**src/rtl/cpu_pkg.sv**
```systemverilog
// Shared types and widths for the 9-bit CPU: PC/instruction widths, branch
// encodings and the fetch sequencer state type.
package cpu_pkg;

  localparam int PC_W    = 10;
  localparam int INSTR_W = 9;
  localparam int TMO_CYC = 15;

  typedef enum logic [1:0] {
    BR_SEQ  = 2'b00,
    BR_JIZR = 2'b01,
    BR_JNZR = 2'b10,
    BR_HALT = 2'b11
  } br_type_e;

  typedef enum logic [2:0] {
    S_IDLE,
    S_FETCH,
    S_ISSUE,
    S_EXEC,
    S_UPDATE,
    S_HALT
  } fetch_state_e;

  function automatic logic branch_taken(input br_type_e t, input logic zero_flag);
    return ((t == BR_JIZR) && zero_flag) || ((t == BR_JNZR) && !zero_flag);
  endfunction

endpackage

```
**src/rtl/pc_fetch_ctrl_if.sv**
```systemverilog
// Instruction-memory req/ack bus and decode valid/ready/done handshake bundle.
// master = the fetch sequencer, slave = imem plus decode.
interface pc_fetch_ctrl_if #(
  parameter int PC_W    = cpu_pkg::PC_W,
  parameter int INSTR_W = cpu_pkg::INSTR_W
);
  import cpu_pkg::*;

  logic               imem_req;
  logic [PC_W-1:0]    imem_addr;
  logic               imem_ack;
  logic [INSTR_W-1:0] imem_data;

  logic               instr_valid;
  logic [INSTR_W-1:0] instr;
  logic               dec_ready;
  logic               dec_done;
  br_type_e           br_type;
  logic [2:0]         br_v;
  logic               zero_flag;

  modport master (
    output imem_req, imem_addr, instr_valid, instr,
    input  imem_ack, imem_data, dec_ready, dec_done, br_type, br_v, zero_flag
  );

  modport slave (
    input  imem_req, imem_addr, instr_valid, instr,
    output imem_ack, imem_data, dec_ready, dec_done, br_type, br_v, zero_flag
  );

endinterface

```
**src/rtl/pc_fetch_ctrl.sv**
```systemverilog
// PC register and fetch/issue/execute sequencer feeding reg_arithmetic.
// Optional imem ack timeout enabled by defining FETCH_TIMEOUT_EN.
module pc_fetch_ctrl
  import cpu_pkg::*;
#(
  parameter int PC_W    = cpu_pkg::PC_W,
  parameter int INSTR_W = cpu_pkg::INSTR_W,
  parameter int TMO_CYC = cpu_pkg::TMO_CYC
) (
  input  logic                  clk,
  input  logic                  rst_n,
  input  logic                  start,
  input  logic [PC_W-1:0]       start_addr,
  pc_fetch_ctrl_if.master       bus,
  output logic [PC_W-1:0]       ar_x,
  output logic                  ar_incr,
  output logic                  ar_decr,
  output logic                  ar_jizr,
  output logic                  ar_jnzr,
  output logic [2:0]            ar_v,
  input  logic [PC_W-1:0]       ar_res,
  output logic [PC_W-1:0]       pc,
  output logic                  halted,
  output logic                  fetch_err
);

  fetch_state_e       state, state_nxt;
  logic [INSTR_W-1:0] instr_q;
  logic [2:0]         v_q;
  logic               take_q;
  br_type_e           br_q;
  logic               tmo_expired;

  // NOTE: sequential state uses non-blocking assignments only, so every
  // register samples the pre-edge values regardless of statement order.
  always_ff @(posedge clk or negedge rst_n) begin
    if (!rst_n) begin
      state   <= S_IDLE;
      pc      <= '0;
      // NOTE: the captured instruction is a single register, not a memory,
      // so resetting it is cheap and keeps instr at 0 out of reset.
      instr_q <= '0;
      v_q     <= '0;
      take_q  <= 1'b0;
      br_q    <= BR_SEQ;
    end else begin
      state <= state_nxt;
      unique case (state)
        S_IDLE, S_HALT: if (start) pc <= start_addr;
        S_FETCH:        if (bus.imem_ack) instr_q <= bus.imem_data;
        S_EXEC: if (bus.dec_done) begin
          v_q    <= bus.br_v;
          take_q <= branch_taken(bus.br_type, bus.zero_flag);
          br_q   <= bus.br_type;
        end
        S_UPDATE:       pc <= ar_res;
        default: ;
      endcase
    end
  end

`ifdef FETCH_TIMEOUT_EN
  localparam int TMO_W = $clog2(TMO_CYC + 1);
  logic [TMO_W-1:0] tmo_cnt;

  // The count restarts on every FETCH entry, so it measures one request's wait.
  assign tmo_expired = (state == S_FETCH) && !bus.imem_ack &&
                       (tmo_cnt == TMO_W'(TMO_CYC - 1));

  always_ff @(posedge clk or negedge rst_n) begin
    if (!rst_n) begin
      tmo_cnt   <= '0;
      fetch_err <= 1'b0;
    end else begin
      if (state == S_FETCH && !bus.imem_ack) tmo_cnt <= tmo_cnt + TMO_W'(1);
      else                                   tmo_cnt <= '0;
      if (tmo_expired) fetch_err <= 1'b1;
    end
  end
`else
  assign tmo_expired = 1'b0;
  assign fetch_err   = 1'b0;
`endif

  // NOTE: every output of this block gets a default first so no path
  // through the case statement can infer a latch.
  always_comb begin
    state_nxt       = state;
    bus.imem_req    = 1'b0;
    bus.imem_addr   = '0;
    bus.instr_valid = 1'b0;
    ar_incr         = 1'b0;
    ar_jizr         = 1'b0;
    ar_jnzr         = 1'b0;
    halted          = 1'b0;
    unique case (state)
      S_IDLE: if (start) state_nxt = S_FETCH;
      S_FETCH: begin
        bus.imem_req  = 1'b1;
        bus.imem_addr = pc;
        if (bus.imem_ack)  state_nxt = S_ISSUE;
        else if (tmo_expired) state_nxt = S_HALT;
      end
      S_ISSUE: begin
        bus.instr_valid = 1'b1;
        if (bus.dec_ready) state_nxt = S_EXEC;
      end
      S_EXEC: if (bus.dec_done)
        state_nxt = (bus.br_type == BR_HALT) ? S_HALT : S_UPDATE;
      S_UPDATE: begin
        if (take_q) begin
          ar_jizr = (br_q == BR_JIZR);
          ar_jnzr = (br_q == BR_JNZR);
        end else begin
          ar_incr = 1'b1;
        end
        state_nxt = S_FETCH;
      end
      S_HALT: begin
        halted = 1'b1;
        if (start) state_nxt = S_FETCH;
      end
      default: state_nxt = S_IDLE;
    endcase
  end

  assign bus.instr = instr_q;
  assign ar_x      = pc;
  assign ar_decr   = 1'b0;
  assign ar_v      = v_q;

endmodule

```
**src/flat_wrapper.sv**
```systemverilog
// flat-port wrapper written by rule: the top's interface ports become plain ports
module pc_fetch_ctrl_flat import cpu_pkg::*;
#(
  parameter int PC_W    = cpu_pkg::PC_W,
  parameter int INSTR_W = cpu_pkg::INSTR_W,
  parameter int TMO_CYC = cpu_pkg::TMO_CYC
)
  (clk, rst_n, start, start_addr, ar_x, ar_incr, ar_decr, ar_jizr, ar_jnzr, ar_v, ar_res, pc, halted, fetch_err, bus_imem_req, bus_imem_addr, bus_instr_valid, bus_instr, bus_imem_ack, bus_imem_data, bus_dec_ready, bus_dec_done, bus_br_type, bus_br_v, bus_zero_flag);
  pc_fetch_ctrl_if #(.PC_W(PC_W), .INSTR_W(INSTR_W)) bus_i ();
  input  logic clk;
  input  logic rst_n;
  input  logic start;
  input  logic [PC_W-1:0] start_addr;
  output logic [PC_W-1:0] ar_x;
  output logic ar_incr;
  output logic ar_decr;
  output logic ar_jizr;
  output logic ar_jnzr;
  output logic [2:0] ar_v;
  input  logic [PC_W-1:0] ar_res;
  output logic [PC_W-1:0] pc;
  output logic halted;
  output logic fetch_err;
  output wire logic [$bits(bus_i.imem_req)-1:0] bus_imem_req;
  output wire logic [$bits(bus_i.imem_addr)-1:0] bus_imem_addr;
  output wire logic [$bits(bus_i.instr_valid)-1:0] bus_instr_valid;
  output wire logic [$bits(bus_i.instr)-1:0] bus_instr;
  input wire logic [$bits(bus_i.imem_ack)-1:0] bus_imem_ack;
  input wire logic [$bits(bus_i.imem_data)-1:0] bus_imem_data;
  input wire logic [$bits(bus_i.dec_ready)-1:0] bus_dec_ready;
  input wire logic [$bits(bus_i.dec_done)-1:0] bus_dec_done;
  input wire logic [$bits(bus_i.br_type)-1:0] bus_br_type;
  input wire logic [$bits(bus_i.br_v)-1:0] bus_br_v;
  input wire logic [$bits(bus_i.zero_flag)-1:0] bus_zero_flag;
  assign bus_imem_req = bus_i.imem_req;
  assign bus_imem_addr = bus_i.imem_addr;
  assign bus_instr_valid = bus_i.instr_valid;
  assign bus_instr = bus_i.instr;
  assign bus_i.imem_ack = bus_imem_ack;
  assign bus_i.imem_data = bus_imem_data;
  assign bus_i.dec_ready = bus_dec_ready;
  assign bus_i.dec_done = bus_dec_done;
  assign bus_i.br_type = bus_br_type;
  assign bus_i.br_v = bus_br_v;
  assign bus_i.zero_flag = bus_zero_flag;
  pc_fetch_ctrl #(.PC_W(PC_W), .INSTR_W(INSTR_W), .TMO_CYC(TMO_CYC)) u_core (.clk(clk), .rst_n(rst_n), .start(start), .start_addr(start_addr), .bus(bus_i), .ar_x(ar_x), .ar_incr(ar_incr), .ar_decr(ar_decr), .ar_jizr(ar_jizr), .ar_jnzr(ar_jnzr), .ar_v(ar_v), .ar_res(ar_res), .pc(pc), .halted(halted), .fetch_err(fetch_err));
endmodule
```
**config.mk**
```make
export PLATFORM = sky130hd
export DESIGN_NAME = pc_fetch_ctrl_flat
export DESIGN_NICKNAME = d
export VERILOG_FILES = /design/src/rtl/cpu_pkg.sv /design/src/rtl/pc_fetch_ctrl_if.sv /design/src/rtl/pc_fetch_ctrl.sv /design/src/flat_wrapper.sv
export SDC_FILE = /design/constraint.sdc
export NUM_CORES = 1
export LEC_CHECK = 0
export ABC_AREA = 1
export CAP_MARGIN = 20
export CORE_MARGIN = 4
export CORE_UTILIZATION = 38
export CTS_CLUSTER_DIAMETER = 150
export DETAILED_ROUTE_END_ITERATION = 16
export PLACE_DENSITY = 0.79
export RECOVER_POWER = 50
export SLEW_MARGIN = 0
export SYNTH_ARGS = -nofsm -noshare
export SYNTH_HDL_FRONTEND = slang
export SYNTH_SLANG_ARGS = --single-unit
```
**constraint.sdc**
```tcl
create_clock -name clk -period 1.8 [get_ports clk]
set_clock_uncertainty 0.15 [all_clocks]
set_input_delay 0.36 -clock clk [delete_from_list [all_inputs] [get_ports clk]]
set_output_delay 0.36 -clock clk [all_outputs]
set_load 0.05 [all_outputs]
```
==> out/metrics.cfg, run 1 <==
[run_status]
outcome = finished with violations
violations = negative setup slack

[drt]
dr.first_iter.drc_count = 70
vias = 1703
viasPerCell = 4.63
ant_nets = 0
drc = 0
drt-wirelength-per-cell_um = 13.3
first_pass_iters = 4
routed_wl_um = 4890

[die]
core-area_mm2 = 0.00406
pin_count = 91
num_rows = 23
die_h_um = 73.4
initial_core_util_pct = 40.0
die_area_mm2 = 0.00538
die_w_um = 73.4

[clock_tree]
htree_levels = 1
numClockSinks = 28
clock_path_buffers = 2
cts_tree = yes
numCtsBuffers = 3
clock_latency_ns = 0.27
cts_root_buf = clkbuf_8
path_clk_slew_ns = 0.10

[flow_run]
drv_cap = 0

[critical_path]
crit_fanout = 5
cp.arrival_ns = 1.36
worstPathCellList = inv_2 -> nand3_4 -> buf_8 -> nor2_4 -> buf_12
start_kind = flip-flop
crit_type = flip-flop to output pin
slowest_delay_ns = 0.46
crit_path_end_kind = output pin
crit_slowest_cell = dfrtp_2
cp.required_ns = 1.29

[final_layout]
area_growth_pct = 82.3
seqCellArea_um2 = 704
mostFrequentLayoutCell = nand2_1
num-nets-final = 360
multi_input_area_um2 = 830
drive_gt1_share_pct = 37.7
finalNonFillerCells = 368
final_cell_mix = 74 x nand2_1, 39 x clkdlybuf4s50_1, 33 x buf_4
num_antenna_cells = 0
n_fill_cell = 286

[sta]
fin_crit_sh_pct = 104
tightest_slew_ns = 0.743
holdWs_ns = 0.333
slew_headroom_pct = 50.5
final-setup-viol-count = 14
rsz0062_at_grt = yes
finalSetupTns_ns = -0.643
fin_ws_ns = -0.0651
fin_crit_ns = 1.87
finalHoldViolations = 0
fmax_mhz = 536
slew_viol_final = 0

[power_and_ir_drop]
leakage_nw = 1.47
power.density_mw_per_mm2 = 2140
swShare_pct = 54.0
p_sw_mw = 3.41
pwr-share-seq_pct = 18.2
internal_power_mw = 2.91
pwr-share-comb_pct = 73.9
clkPwrFrac_pct = 8.0
ir_drop_mv = 1.07

[synthesis]
yosysWarningCount = 0
syn_area_per_cell_um2 = 7.45
synth_top_area_share_pct = 43.1
synth_area_mm2 = 0.00162
synth.largest_area_cell = dfrtp_1
yosys-top-cells-area = dfrtp_1 43%, nand2_1 18%, nand3_1 7.7%, buf_4 6.5%, o21ai_2 5.4%
ys_ff_latch = 28
synth_cell_types = 23
postSynthCellCount = 218
seq_area_frac_synth_pct = 43.1

[global_route]
grt_pass1_vias = 1658
grt_pass1_wl_um = 8020
grt_overflow = 0
antenna_found_initial = 0
grt_max_degree = 29
groute.usage.overall_pct = 19.0

[place]
dp.cells = 350
io_buffers = 88
dpl.hpwl_um = 3590
place_congestion = 0.853
place_ws_ns = 0.0978

[min_path]
hold_class = flip-flop to flip-flop

cell usage after synthesis, drive strengths merged:
| master | count |
|---|---|
| nand2 | 80 |
| dfrtp | 28 |
| nand3 | 26 |
| inv | 23 |
| buf | 19 |
| nor2 | 17 |
| o21ai | 16 |
| a21oi | 2 |
| clkbuf | 2 |
| nand4 | 2 |
| conb | 1 |
| nor3 | 1 |
| nor4 | 1 |
per-stage QoR:
stage | area, um^2 | power (mW) | util, %
final | 2960 | 6.33 | 73.0
after global routing | 2960 | 6.68 | 73.0
after CTS | 2930 | 6.32 | 72.3
after detailed placement | 2670 | 5.36 | 65.7
after global placement | 2670 | 5.30 | 65.7
after floorplan | 1660 | 3.97 | -
flip-flops by register name, summed over array words and instances, names as in the netlist:
register and cells:
u_core.take_q 1, u_core.bus.instr 9, u_core.ar_x 10, u_core.ar_v 3, u_core.state 3, u_core.br_q 2
area by class of cell:
class,instances,area share [%]
Sequential cell,28,23.8
Clock buffer,3,1.39
Tap cell,50,2.11
Clock inverter,1,1.01
Inverter,23,3.17
Multi-Input combinational cell,147,28.0
Timing Repair Buffer,116,40.5
repair_timing:
| action | in CTS | in global routing |
|---|---|---|
| buffers inserted | 8 | 6 |
| gates resized for setup | 38 | 8 |
| hold buffers | 0 | 0 |
| pin swaps | 3 | 2 |
| endpoints found under the setup margin | 15 | 16 |
| cloned | 1 | 0 |
per-layer routing:
layer / track usage (%) / routed length [um] / vias up
li1: - / - / 862
met1: 23.9 / 1920 / 778
met2: 34.9 / 2630 / 59
met3: 2.46 / 330 / 4
met4: 3.42 / 20 / 0
met5: 0 / 0 / -
power groups by stage:
stage	registers, mW	logic (mW)	clock network (mW)
2_1_floorplan	1.93	2.04	0
3_3_place_gp	1.15	4.15	0
3_5_place_dp	1.16	4.20	0
4_1_cts	1.14	4.67	0.514
5_1_grt	1.19	4.96	0.537
6_report	1.15	4.68	0.504
final timing paths:
check,start,to,slack (ns),depth (start not counted)
worst max-delay path,u_core.state[1],bus_imem_addr[5],-0.07,5
worst min-delay path,u_core.bus.instr[7],u_core.bus.instr[7],0.33,2
worst max register to register,u_core.state[1],u_core.ar_x[0],0.15,10
worst min register to register,u_core.bus.instr[7],u_core.bus.instr[7],0.33,2
max in group asynchronous,rst_n,u_core.state[0],0.47,2
min in group asynchronous,rst_n,u_core.ar_x[9],0.51,2
worst max-delay path: cells and delay by family (launching register included):
kind                   cells  cell delay (ns)
flip-flops                 1             0.46
AND/OR/NAND/NOR            2             0.21
buffers and inverters      3             0.40
logic make-up (layout without fill, tap and decap cells):
logic type	Yosys count	after routing	synth area share, %
AOI/OAI and AO/OA	18	18	7.86
other	1	2	0.231
buffers and inverters	44	143	15.1
and+or+nand+nor	127	127	33.7
DFF	28	28	43.1
Power figures use the tool's default switching activity.
==> inputs of run 2 (changes only) <==
Settings changed: MAX_ROUTING_LAYER from default to met4.
==> run 2 against run 1 <==
Net effect: critical endpoint unchanged; clock-buffer cell count unchanged; sequential share of layout area unchanged; the flow still finishes with violations (negative setup slack); hold slack hardly changed.
==> out/metrics.cfg, run 2 (same netlist as run 1, synthesis figures left out) <==
[min_path]
hold_class = flip-flop to flip-flop
hold_end = u_core.bus.instr[7]
hold_start = u_core.bus.instr[7]
hold_depth = 2

[final_layout]
area_growth_pct = 82.3
drive_gt1_share_pct = 37.7
num_antenna_cells = 0
final_cell_mix = 74 x nand2_1, 39 x clkdlybuf4s50_1, 33 x buf_4
mostFrequentLayoutCell = nand2_1
num-nets-final = 360
final_core_util_pct = 73.0
largest_register_ffs = 10
n_fill_cell = 288

[drt]
vias = 1697
drc = 0
first_pass_iters = 4
routed_wl_um = 4890
drt-wirelength-per-cell_um = 13.3
dr.first_iter.drc_count = 93
ant_nets = 0
viasPerCell = 4.61

[clock_tree]
cts_hold_buf = 0
numCtsBuffers = 3
clock_path_buffers = 2
clock_latency_ns = 0.27
htree_levels = 1
numClockSinks = 28
cts_tree = yes
path_clk_slew_ns = 0.10
cts_root_buf = clkbuf_8

[global_route]
grt_pass1_wl_um = 8030
grt_overflow = 0
grt_max_degree = 29
grt_pass1_vias = 1661
groute.usage.overall_pct = 19.5
antenna_found_initial = 0

[flow_run]
drv_cap = 0

[critical_path]
start_kind = flip-flop
regToRegEndpoint = u_core.ar_x[0]
crit_fanout = 5
r2r_start = u_core.state[1]
crit_path_start = u_core.state[1]
slowest_delay_ns = 0.46
cp.required_ns = 1.29
crit_path_end_kind = output pin
reg2reg_slack_ns = 0.15
cp.arrival_ns = 1.35
crit_slowest_cell = dfrtp_2
worstPathCellList = inv_2 -> nand3_4 -> buf_8 -> nor2_4 -> buf_12
crit_type = flip-flop to output pin
worstRegToRegCells = 10

[sta]
rsz0062_at_grt = yes
final-setup-viol-count = 14
slew_headroom_pct = 51.3
slew_viol_final = 0
finalHoldViolations = 0
fin_ws_ns = -0.0643
fin_crit_sh_pct = 104
fin_crit_ns = 1.86
fmax_mhz = 536
tightest_slew_ns = 0.731

[die]
die_h_um = 73.4
num_rows = 23
die_w_um = 73.4
pin_count = 91
initial_core_util_pct = 40.0
core-area_mm2 = 0.00406
die_area_mm2 = 0.00538

[power_and_ir_drop]
leakage_nw = 1.47
power.density_mw_per_mm2 = 2140
power_mw = 6.33
ir_drop_mv = 1.07

[run_status]
violations = negative setup slack
outcome = finished with violations

[place]
io_buffers = 88
dpl.hpwl_um = 3590
place_congestion = 0.867

## run 2: critical path, delay by kind of cell, from the launching register on
family,cells,cell delay [ns]
buffers and inverters,3,0.40
DFF,1,0.46
and+or+nand+nor,2,0.21
## run 2: stage by stage
| stage | worst slack [ns] | instance area, um^2 | cells | hold WS [ns] | setup TNS [ns] |
|---|---|---|---|---|---|
| after floorplan | -0.211 | 1660 | 219 | -0.0856 | -2.26 |
| after global placement | 0.156 | 2670 | 350 | 0.306 | 0 |
| after detailed placement | 0.0978 | 2670 | 350 | 0.309 | 0 |
| after CTS | -0.0592 | 2930 | 362 | 0.315 | -0.575 |
| after global routing | -0.131 | 2960 | 368 | 0.346 | -1.57 |
| final | -0.0643 | 2960 | 368 | 0.333 | -0.632 |
## run 2: worst max-delay path by stage
| stage | end | depth (start not counted) |
|---|---|---|
| floorplan | bus_imem_addr[0] | 4 |
| global placement | u_core.state[2] | 6 |
| detailed placement | bus_imem_addr[2] | 5 |
| CTS | ar_incr | 5 |
| global route | bus_imem_addr[6] | 5 |
| finish | bus_imem_addr[5] | 5 |
## run 2: timing repair
item	4_1_cts	5_1_grt
pin swaps	3	2
setup buffers	8	6
gates resized for setup	38	8
gates cloned	1	0
setup endpoints to repair	15	16
## run 2: area by class of cell
cell class	count	area (um^2)	area share, %
tap	50	62.6	2.11
clock inverter	1	30.0	1.01
inverter	23	93.8	3.17
sequential	28	704	23.8
multi-input combinational	147	830	28.0
timing repair buffer	116	1200	40.5
clock buffer	3	41.3	1.39
## run 2: metal layers
layer | share of wire [%] | GRT usage [%] | vias to the layer above
li1 | - | - | 862
met1 | 40 | 23.6 | 770
met2 | 53 | 35.1 | 61
met3 | 6.9 | 2.46 | 4
met4 | 0.41 | 3.42 | 0
met5 | 0 | - | -
## run 2: power breakdown
part / switching, mW / internal (mW) / total (mW)
Combinational: 2.99 / 1.68 / 4.68
Sequential: 0.216 / 0.933 / 1.15
Clock: 0.207 / 0.298 / 0.504
==> inputs of run 3 (changes only) <==
Settings changed: CORE_MARGIN 4 to default.
==> run 3 against run 2 <==
Net effect: the run still ends with negative setup slack left; clock-buffer cell count stayed put; sequential power about the same; cell count shrank 0.27%; global-route usage up 2.5 points; critical path depth unchanged; register-to-register slack lost 0.07 ns; hold slack worse by 0.0051 ns; clock power is essentially flat; worst setup slack improved by 0.016 ns; sequential share of layout area decreased by 0.095 points; via count up 4.2%; critical endpoint is now bus_imem_addr[2]; largest cell class unchanged; highest routed layer unchanged.
==> out/metrics.cfg, run 3 (same netlist as run 1, synthesis figures left out) <==
[drt]
ant_nets = 0
first_pass_iters = 4
drt-wirelength-per-cell_um = 13.0
routed_wl_um = 4780
dr.first_iter.drc_count = 125
vias = 1768
viasPerCell = 4.82
drc = 0

[critical_path]
crit_family = flip-flops
cp.required_ns = 1.29
worstPathCellList = inv_2 -> nand3_4 -> buf_8 -> nor2_4 -> buf_12
crit_slowest_cell = dfrtp_1
crit_type = flip-flop to output pin
crit_fanout = 5
cp.arrival_ns = 1.34
start_kind = flip-flop
slowest_delay_ns = 0.43
crit_path_end_kind = output pin
reg2reg_slack_ns = 0.08
crit_buf_inv = 3

[clock_tree]
clock_path_buffers = 2
path_clk_slew_ns = 0.10
cts_tree = yes
htree_levels = 1
cts_root_buf = clkbuf_8
numClockSinks = 28
clock_latency_ns = 0.27
numCtsBuffers = 3

[place]
place_congestion = 0.907
dpl.hpwl_um = 3250
io_buffers = 88
place_ws_ns = 0.131

[sta]
finalHoldViolations = 0
finalSetupTns_ns = -0.542
rsz0062_at_grt = yes
fin_crit_sh_pct = 103
slew_headroom_pct = 53.6
slew_viol_final = 0
fin_ws_ns = -0.0486
fmax_mhz = 541
fin_crit_ns = 1.85
final-setup-viol-count = 14
tightest_slew_ns = 0.696

[final_layout]
area_growth_pct = 82.4
n_fill_cell = 310
num-nets-final = 359
mostFrequentLayoutCell = nand2_1
drive_gt1_share_pct = 36.6
largest_register_ffs = 10
num_antenna_cells = 0
final_cell_mix = 74 x nand2_1, 39 x clkdlybuf4s50_1, 34 x buf_4
final_core_util_pct = 73.0

[die]
num_rows = 23
die_w_um = 67.4
die_area_mm2 = 0.00454
initial_core_util_pct = 40.0
die_h_um = 67.4
core-area_mm2 = 0.00406
pin_count = 91

[global_route]
grt_max_degree = 29
grt_overflow = 0
groute.usage.overall_pct = 22.0
antenna_found_initial = 0
grt_pass1_vias = 1619
grt_pass1_wl_um = 7290

[power_and_ir_drop]
power_mw = 6.36
leakage_nw = 1.46
ir_drop_mv = 0.831
power.density_mw_per_mm2 = 2150

[min_path]
hold_class = flip-flop to flip-flop

[flow_run]
drv_cap = 0

[run_status]
violations = negative setup slack
outcome = finished with violations

run 3: changes by cell type in the layout (fill, tap and decap cells not counted), sizes merged:
cell      previous run  this run
buf                 59        57
clkbuf              20        21
inv                 23        22
clkinvlp             0         1
run 3: area by class of cell:
cell class | count | area (um^2) | area share (%)
Timing Repair Buffer | 115 | 1200 | 40.6
Clock buffer | 3 | 41.3 | 1.39
Inverter | 23 | 90.1 | 3.04
Tap cell | 50 | 62.6 | 2.11
Sequential cell | 28 | 702 | 23.7
Clock inverter | 1 | 30.0 | 1.01
Multi-Input combinational cell | 147 | 835 | 28.2
run 3: tightest hold or removal path: stages, from the launching register on:
cell and delay (ns):
dfrtp_1 0.36, nand2_1 0.05, nand2_1 0.04
run 3: what timing repair did:
action / 4_1_cts / 5_1_grt
gates cloned: 1 / 1
gates resized for setup: 33 / 7
setup endpoints to repair: 16 / 17
setup buffers: 7 / 5
hold buffers: 0 / 0
pin swaps: 2 / 1
run 3: final timing paths:
| path | start | end | cells after the start |
|---|---|---|---|
| setup / recovery | u_core.state[2] | bus_imem_addr[2] | 5 |
| hold / removal | u_core.bus.instr[8] | u_core.bus.instr[8] | 2 |
| setup reg to reg | u_core.state[2] | u_core.ar_x[2] | 11 |
| hold reg to reg | u_core.bus.instr[8] | u_core.bus.instr[8] | 2 |
| max in group asynchronous | rst_n | u_core.state[0] | 2 |
| min in group asynchronous | rst_n | u_core.bus.instr[1] | 2 |
run 3: per-layer routing:
metal / wire, um / track usage [%]
met4: 34 / 6.12
met3: 274 / 3.04
met5: 0 / -
met2: 2670 / 40.4
met1: 1800 / 24.7
run 3: per-stage QoR:
stage	area, um^2	std cells	hold slack (ns)
after floorplan	1660	219	-0.0856
after global placement	2660	349	0.308
after detailed placement	2660	349	0.310
after CTS	2920	361	0.335
after global routing	2960	367	0.356
final	2960	367	0.328
run 3: power breakdown:
group / internal (mW) / switching [mW]
logic: 1.71 / 3.00
registers: 0.929 / 0.227
clock network: 0.298 / 0.204
